### src/rtl/ov7670_pixel_packer_if.sv
// OV7670 capture bus: sensor byte stream in, VRAM write port out.
// master = sensor/VRAM side, slave = the pixel packer.
interface ov7670_pixel_packer_if #(
  parameter int ADDR_W = 17
);
  logic              vsync;
  logic              href;
  logic [7:0]        d;
  logic              wr;
  logic [ADDR_W-1:0] addr;
  logic [11:0]       dout;

  modport master (
    output vsync, href, d,
    input  wr, addr, dout
  );

  modport slave (
    input  vsync, href, d,
    output wr, addr, dout
  );
endinterface

### src/rtl/ov7670_pixel_packer.sv
// OV7670 RGB565 -> RGB444 packer with 2:1 decimation per axis.
// Optional geometry checking: define CAPTURE_ERR_CHECK_EN.
module ov7670_pixel_packer #(
  parameter int H_IN   = 640,
  parameter int V_IN   = 480,
  parameter int ADDR_W = 17
) (
  input  logic                 pclk,
  input  logic                 rst_n,
  input  logic                 enable,
  ov7670_pixel_packer_if.slave bus,
  output logic                 frame_done,
  output logic [7:0]           frame_cnt,
  output logic                 err
);

  typedef enum logic [1:0] {
    IDLE,
    WAIT_SOF,
    ACTIVE
  } state_t;

  localparam logic [10:0]       X_MAX = 11'(H_IN);
  localparam logic [9:0]        Y_MAX = 10'(V_IN);
  localparam logic [ADDR_W-1:0] HALF  = ADDR_W'(H_IN / 2);

  state_t            state;
  logic              vsync_q;
  logic              href_q;
  logic              phase;
  logic [7:0]        hi_byte;
  logic [10:0]       x;
  logic [9:0]        y;
  logic [ADDR_W-1:0] line_base;

  logic [15:0] pix;
  logic [11:0] rgb;
  logic        keep;
  logic        in_rng;
  logic        line_end;
  logic        vs_rise;
  logic        vs_fall;

  // Byte pairing, colour reduction and edge detection.
  always_comb begin
    pix      = {hi_byte, bus.d};
    rgb      = {pix[15:12], pix[10:7], pix[4:1]};
    keep     = ~x[0] & ~y[0];
    in_rng   = (x < X_MAX) && (y < Y_MAX);
    line_end = href_q & ~bus.href;
    vs_rise  = ~vsync_q & bus.vsync;
    vs_fall  = vsync_q & ~bus.vsync;
  end

  // Capture FSM, counters and the registered write port.
  always_ff @(posedge pclk or negedge rst_n) begin
    if (!rst_n) begin
      state      <= IDLE;
      vsync_q    <= 1'b0;
      href_q     <= 1'b0;
      phase      <= 1'b0;
      hi_byte    <= '0;
      x          <= '0;
      y          <= '0;
      line_base  <= '0;
      bus.wr     <= 1'b0;
      bus.addr   <= '0;
      bus.dout   <= '0;
      frame_done <= 1'b0;
      frame_cnt  <= '0;
    end else begin
      vsync_q    <= bus.vsync;
      href_q     <= bus.href;
      bus.wr     <= 1'b0;
      frame_done <= 1'b0;
      unique case (state)
        IDLE: begin
          if (enable) state <= WAIT_SOF;
        end
        WAIT_SOF: begin
          // Disarming before the frame starts returns to idle.
          if (!enable) begin
            state <= IDLE;
          end else if (vs_fall) begin
            state     <= ACTIVE;
            x         <= '0;
            y         <= '0;
            line_base <= '0;
            phase     <= 1'b0;
          end
        end
        ACTIVE: begin
          if (bus.href) begin
            phase <= ~phase;
            if (!phase) begin
              hi_byte <= bus.d;
            end else begin
              x <= x + 11'd1;
              if (keep && in_rng) begin
                bus.wr   <= 1'b1;
                bus.addr <= line_base
                          + ADDR_W'(x[10:1]);
                bus.dout <= rgb;
              end
            end
          end
          if (line_end) begin
            phase <= 1'b0;
            x     <= '0;
            y     <= y + 10'd1;
            if (!y[0]) line_base <= line_base + HALF;
          end
          // Frame end: line-end work above has already been applied.
          if (vs_rise) begin
            frame_done <= 1'b1;
            frame_cnt  <= frame_cnt + 8'd1;
            state      <= enable ? WAIT_SOF : IDLE;
          end
        end
        default: state <= IDLE;
      endcase
    end
  end

`ifdef CAPTURE_ERR_CHECK_EN
  logic [9:0] y_end;
  logic       err_hit;

  // Geometry faults seen this cycle; y_end includes a same-edge line end.
  always_comb begin
    y_end   = line_end ? (y + 10'd1) : y;
    err_hit = 1'b0;
    if (state == ACTIVE) begin
      if (line_end && (phase || (x != X_MAX)))
        err_hit = 1'b1;
      if (vs_rise && (y_end != Y_MAX))
        err_hit = 1'b1;
      if (bus.href && phase && keep && !in_rng)
        err_hit = 1'b1;
    end
  end

  // Sticky error flag, cleared only by reset.
  always_ff @(posedge pclk or negedge rst_n) begin
    if (!rst_n) err <= 1'b0;
    else if (err_hit) err <= 1'b1;
  end
`else
  assign err = 1'b0;
`endif

endmodule

### src/flat_wrapper.sv
// flat-port wrapper written by rule: the top's interface ports become plain ports
module ov7670_pixel_packer_flat 
#(
  parameter int H_IN   = 640,
  parameter int V_IN   = 480,
  parameter int ADDR_W = 17
)
  (pclk, rst_n, enable, frame_done, frame_cnt, err, bus_vsync, bus_href, bus_d, bus_wr, bus_addr, bus_dout);
  ov7670_pixel_packer_if #(.ADDR_W(ADDR_W)) bus_i ();
  input  logic pclk;
  input  logic rst_n;
  input  logic enable;
  output logic frame_done;
  output logic [7:0] frame_cnt;
  output logic err;
  input wire logic [$bits(bus_i.vsync)-1:0] bus_vsync;
  input wire logic [$bits(bus_i.href)-1:0] bus_href;
  input wire logic [$bits(bus_i.d)-1:0] bus_d;
  output wire logic [$bits(bus_i.wr)-1:0] bus_wr;
  output wire logic [$bits(bus_i.addr)-1:0] bus_addr;
  output wire logic [$bits(bus_i.dout)-1:0] bus_dout;
  assign bus_i.vsync = bus_vsync;
  assign bus_i.href = bus_href;
  assign bus_i.d = bus_d;
  assign bus_wr = bus_i.wr;
  assign bus_addr = bus_i.addr;
  assign bus_dout = bus_i.dout;
  ov7670_pixel_packer #(.H_IN(H_IN), .V_IN(V_IN), .ADDR_W(ADDR_W)) u_core (.pclk(pclk), .rst_n(rst_n), .enable(enable), .bus(bus_i), .frame_done(frame_done), .frame_cnt(frame_cnt), .err(err));
endmodule
### config.mk
export PLATFORM = sky130hd
export DESIGN_NAME = ov7670_pixel_packer_flat
export DESIGN_NICKNAME = d
export VERILOG_FILES = /design/src/rtl/ov7670_pixel_packer_if.sv /design/src/rtl/ov7670_pixel_packer.sv /design/src/flat_wrapper.sv
export SDC_FILE = /design/constraint.sdc
export NUM_CORES = 1
export LEC_CHECK = 0
export CAP_MARGIN = 20
export CORE_ASPECT_RATIO = 1.25
export CORE_MARGIN = 2
export CORE_UTILIZATION = 50
export CTS_BUF_LIST = sky130_fd_sc_hd__clkbuf_2 sky130_fd_sc_hd__clkbuf_4 sky130_fd_sc_hd__clkbuf_8
export DETAILED_ROUTE_END_ITERATION = 10
export PLACE_DENSITY = 0.74
export SLEW_MARGIN = 20
export SYNTH_ARGS = -nofsm -noshare
export SYNTH_HDL_FRONTEND = slang
export SYNTH_SLANG_ARGS = --single-unit
### constraint.sdc
create_clock -name pclk -period 2.2 [get_ports pclk]
set_clock_uncertainty 0.15 [all_clocks]
set_input_delay 0.44 -clock pclk [delete_from_list [all_inputs] [get_ports pclk]]
set_output_delay 0.44 -clock pclk [all_outputs]
set_load 0.02 [all_outputs]
==> key figures <==
Setup path
  • WS Path Type: flop to output pin
  • Delay-heaviest family, CP: buffers and inverters
  • Worst Path Required: 1610 ps
  • Crit path arrival time: 1420 ps
  • Setup crit start kind: flop
  • Endpoint type of the worst setup path: output pin
  • Critical path's largest stage delay: 640 ps
  • Crit-path max FO: 5
  • CP cell instances: clkdlybuf4s50_1
  • Worst Path Buf+Inv: 1
  • Slowest CP cell: clkdlybuf4s50_1

CTS
  • CTS Sinks: 83
  • Root buffer cell: clkbuf_8
  • Htree depth: 3
  • Clock buffer depth: 2
  • CTS tree: yes
  • Worst skew pair latency: 350 ps
  • TritonCTS buffer count: 9
  • Clock slew at reported path FFs: 90 ps

Finish
  • Fin nets: 430
  • Diodes inserted: 0
  • Area Overhead vs Synth: 25.80%
  • Highest-count cells in the layout ignoring fill and taps: dfrtp_1 (83), clkdlybuf4s50_1 (50), nand2_1 (37), mux2_2 (29), nor2_1 (28)
  • Layout cells sized above 1: 0.1860
  • Final Cell Area: 4795 µm²
  • # fillers: 567
  • Commonest non-fill, non-tap cell in the layout: dfrtp_1

Floorplan
  • # IOs: 53
  • Core Region: 7401 µm²
  • Initial Utilization: 0.5150
  • Die X-Extent: 82.09 µm
  • Die footprint: 8341 µm²
  • Die Height: 101.6 µm
  • FP Rows: 35

Detailed routing
  • Vias per cell: 5.379
  • Final Routed Wirelength: 7310 µm
  • # DRC: 0
  • Routed len/inst: 14.45 µm
  • Number of DRC markers in iteration 0: 146
  • Pre-antenna DRT Iters: 5
  • Post-route antenna net violation count: 0
  • Vias after detailed routing: 2722

Yosys
  • Synth unique cells: 46
  • Simple-Gate Fraction of Synth Area: 0.1635
  • Post-synth ARST share: 1.000
  • Post-synthesis register bit count: 83
  • Synth Instances: 338
  • Synth Cell Area: 3811 µm²
  • Compound-cell area share of the yosys netlist: 0.07091
  • Prevailing post-synth register cell: dfrtp_1
  • Synth Area in Adders: 0.02626
  • Mux contribution to synthesized area: 0.08831
  • Post-synth EDFFs: 0
  • Syn nets: 359
  • Post-Syn Area per Cell: 11.28 µm²
  • Register area share after synthesis: 0.5450
  • Synth warnings: 0
  • XOR/XNOR share of the synthesized area: 0.08503
  • Largest family of logic cells by synthesized area: simple AND/OR/NAND/NOR gates

Placement
  • Dpl hpwl: 5320 µm
  • Placer Congestion: 0.8198
  • IO Port Bufs: 51
  • Placed cell area: 4573 µm²

Pwr
  • PD cells: 691.5 nW/µm²
  • Cell Int Power: 2.430 mW
  • Switching pwr: 0.8852 mW
  • Combinational share of power: 0.135
  • Switch share: 0.2670
  • Clock Power Share: 0.338
  • Design Power: 3.315 mW
  • Max VDD drop: 0.5138 mV
  • Seq pwr share: 0.527
  • Static Leak: 2.173 nW

Global route
  • Initial antenna violation count: 0
  • Vias in the first global route: 2703
  • Total track usage: 0.1935
  • First-pass GRT wire length: 12540 µm
  • Largest net degree at the start of global routing: 62
  • Gr ovfl total: 0

Status
  • Status: finished, final reports clean

STA
  • Fmax achieved: 0.4966 GHz
  • Period utilization: 0.9153
  • Final min period: 2014 ps
  • RSZ-0062 raised after global routing: no
  • Hold Violations, Final: 0
  • Pins Over Slew Limit: 0
  • Setup violators final: 0

Min path
  • Min-Delay Path Class: flop to flop

Job
  • MaxCap Viol Count: 0
==> per-layer routing <==
layer / share of wire / track usage / vias up
li1: - / - / 1314
met1: 0.45 / 0.2472 / 1352
met2: 0.51 / 0.3277 / 48
met3: 0.033 / 0.04635 / 8
met4: 0.011 / 0.05256 / 0
met5: 0 / 0 / -
==> flip-flops by register name, summed over array words and instances (netlist names), 2 cells and up <==
name	flops
u_core.state	2
u_core.line_base	11
u_core.bus.addr	17
u_core.x	11
u_core.hi_byte	7
u_core.bus.dout	12
u_core.y	10
u_core.frame_cnt	8
==> path summary, 6_finish.rpt <==
| check | startpoint | to | slack (ps) | cells past startpoint |
|---|---|---|---|---|
| worst min register to register | u_core.frame_cnt[7] | u_core.frame_cnt[7] | 320 | 1 |
| min in group asynchronous | rst_n | u_core.y[3] | 370 | 2 |
| max in group asynchronous | rst_n | u_core.y[0] | 890 | 3 |
| worst max register to register | u_core.state[0] | u_core.bus.dout[4] | 220 | 5 |
| worst max-delay path | u_core.frame_cnt[3] | frame_cnt[3] | 190 | 1 |
| worst min-delay path | u_core.frame_cnt[7] | u_core.frame_cnt[7] | 320 | 1 |
==> worst reg2reg max path, cell delays in order, from the launching register on <==
cell and delay [ps]:
dfrtp_1 430, and2b_4 330, and3_1 210, nand4_1 180, buf_4 260, mux2_2 300
==> through the flow <==
stage               worst slack (ps)  utilization  std cells  TNS, ps  hold WS (ps)
detailed placement            -131.5       0.6179        489    -1065         212.9
global placement              -97.35       0.6179        489   -696.2         206.3
finish                         186.2       0.6478        506        0         321.4
CTS                            138.4       0.6473        506        0         328.9
global route                   124.9       0.6478        506        0         356.6
floorplan                      412.0            -        338        0        -5.591
==> what timing repair did <==
item	CTS	global route
endpoints found under the setup margin	0	2
setup buffers	0	0
hold endpoints to repair	22	0
hold buffers	1	0
gates resized for setup	0	1
==> Yosys cell counts, types with 8 or more instances <==
library cell / instances / area share
a21oi_1: 12 / 0.016
dfrtp_1: 83 / 0.54
ha_1: 8 / 0.026
mux2_2: 29 / 0.086
nand2_1: 37 / 0.036
nand3_1: 9 / 0.012
nand4_1: 10 / 0.016
nor2_1: 28 / 0.028
o21ai_0: 21 / 0.028
xnor2_1: 18 / 0.041
xor2_1: 19 / 0.044
==> cell type report <==
type / count / area, µm² / area share
clock inverter: 7 / 83.83 / 0.01748
inverter: 4 / 15.01 / 0.003132
tap: 92 / 115.1 / 0.02401
timing repair buffer: 72 / 718.2 / 0.1498
sequential: 83 / 2077 / 0.4332
clock buffer: 9 / 123.9 / 0.02584
multi-input combinational: 239 / 1662 / 0.3466
==> logic make-up after synthesis <==
family                     count (synthesis)
and+or+nand+nor                          119
buffers and inverters                     16
AOI/OAI and AO/OA                         44
other                                      1
muxes                                     30
DFF                                       83
xor gates and xnor gates                  37
adders and majority gates                  8
==> power groups by stage <==
stage                     Clock (mW)  Combinational, mW  Sequential (mW)
after global placement             0              0.438             1.77
after CTS                       1.15              0.458             1.75
after detailed placement           0              0.455             1.78
after floorplan                    0              0.177             1.82
after global routing            1.22              0.496             1.77
final                           1.12              0.449             1.75
(Power assumes the default switching activity.)
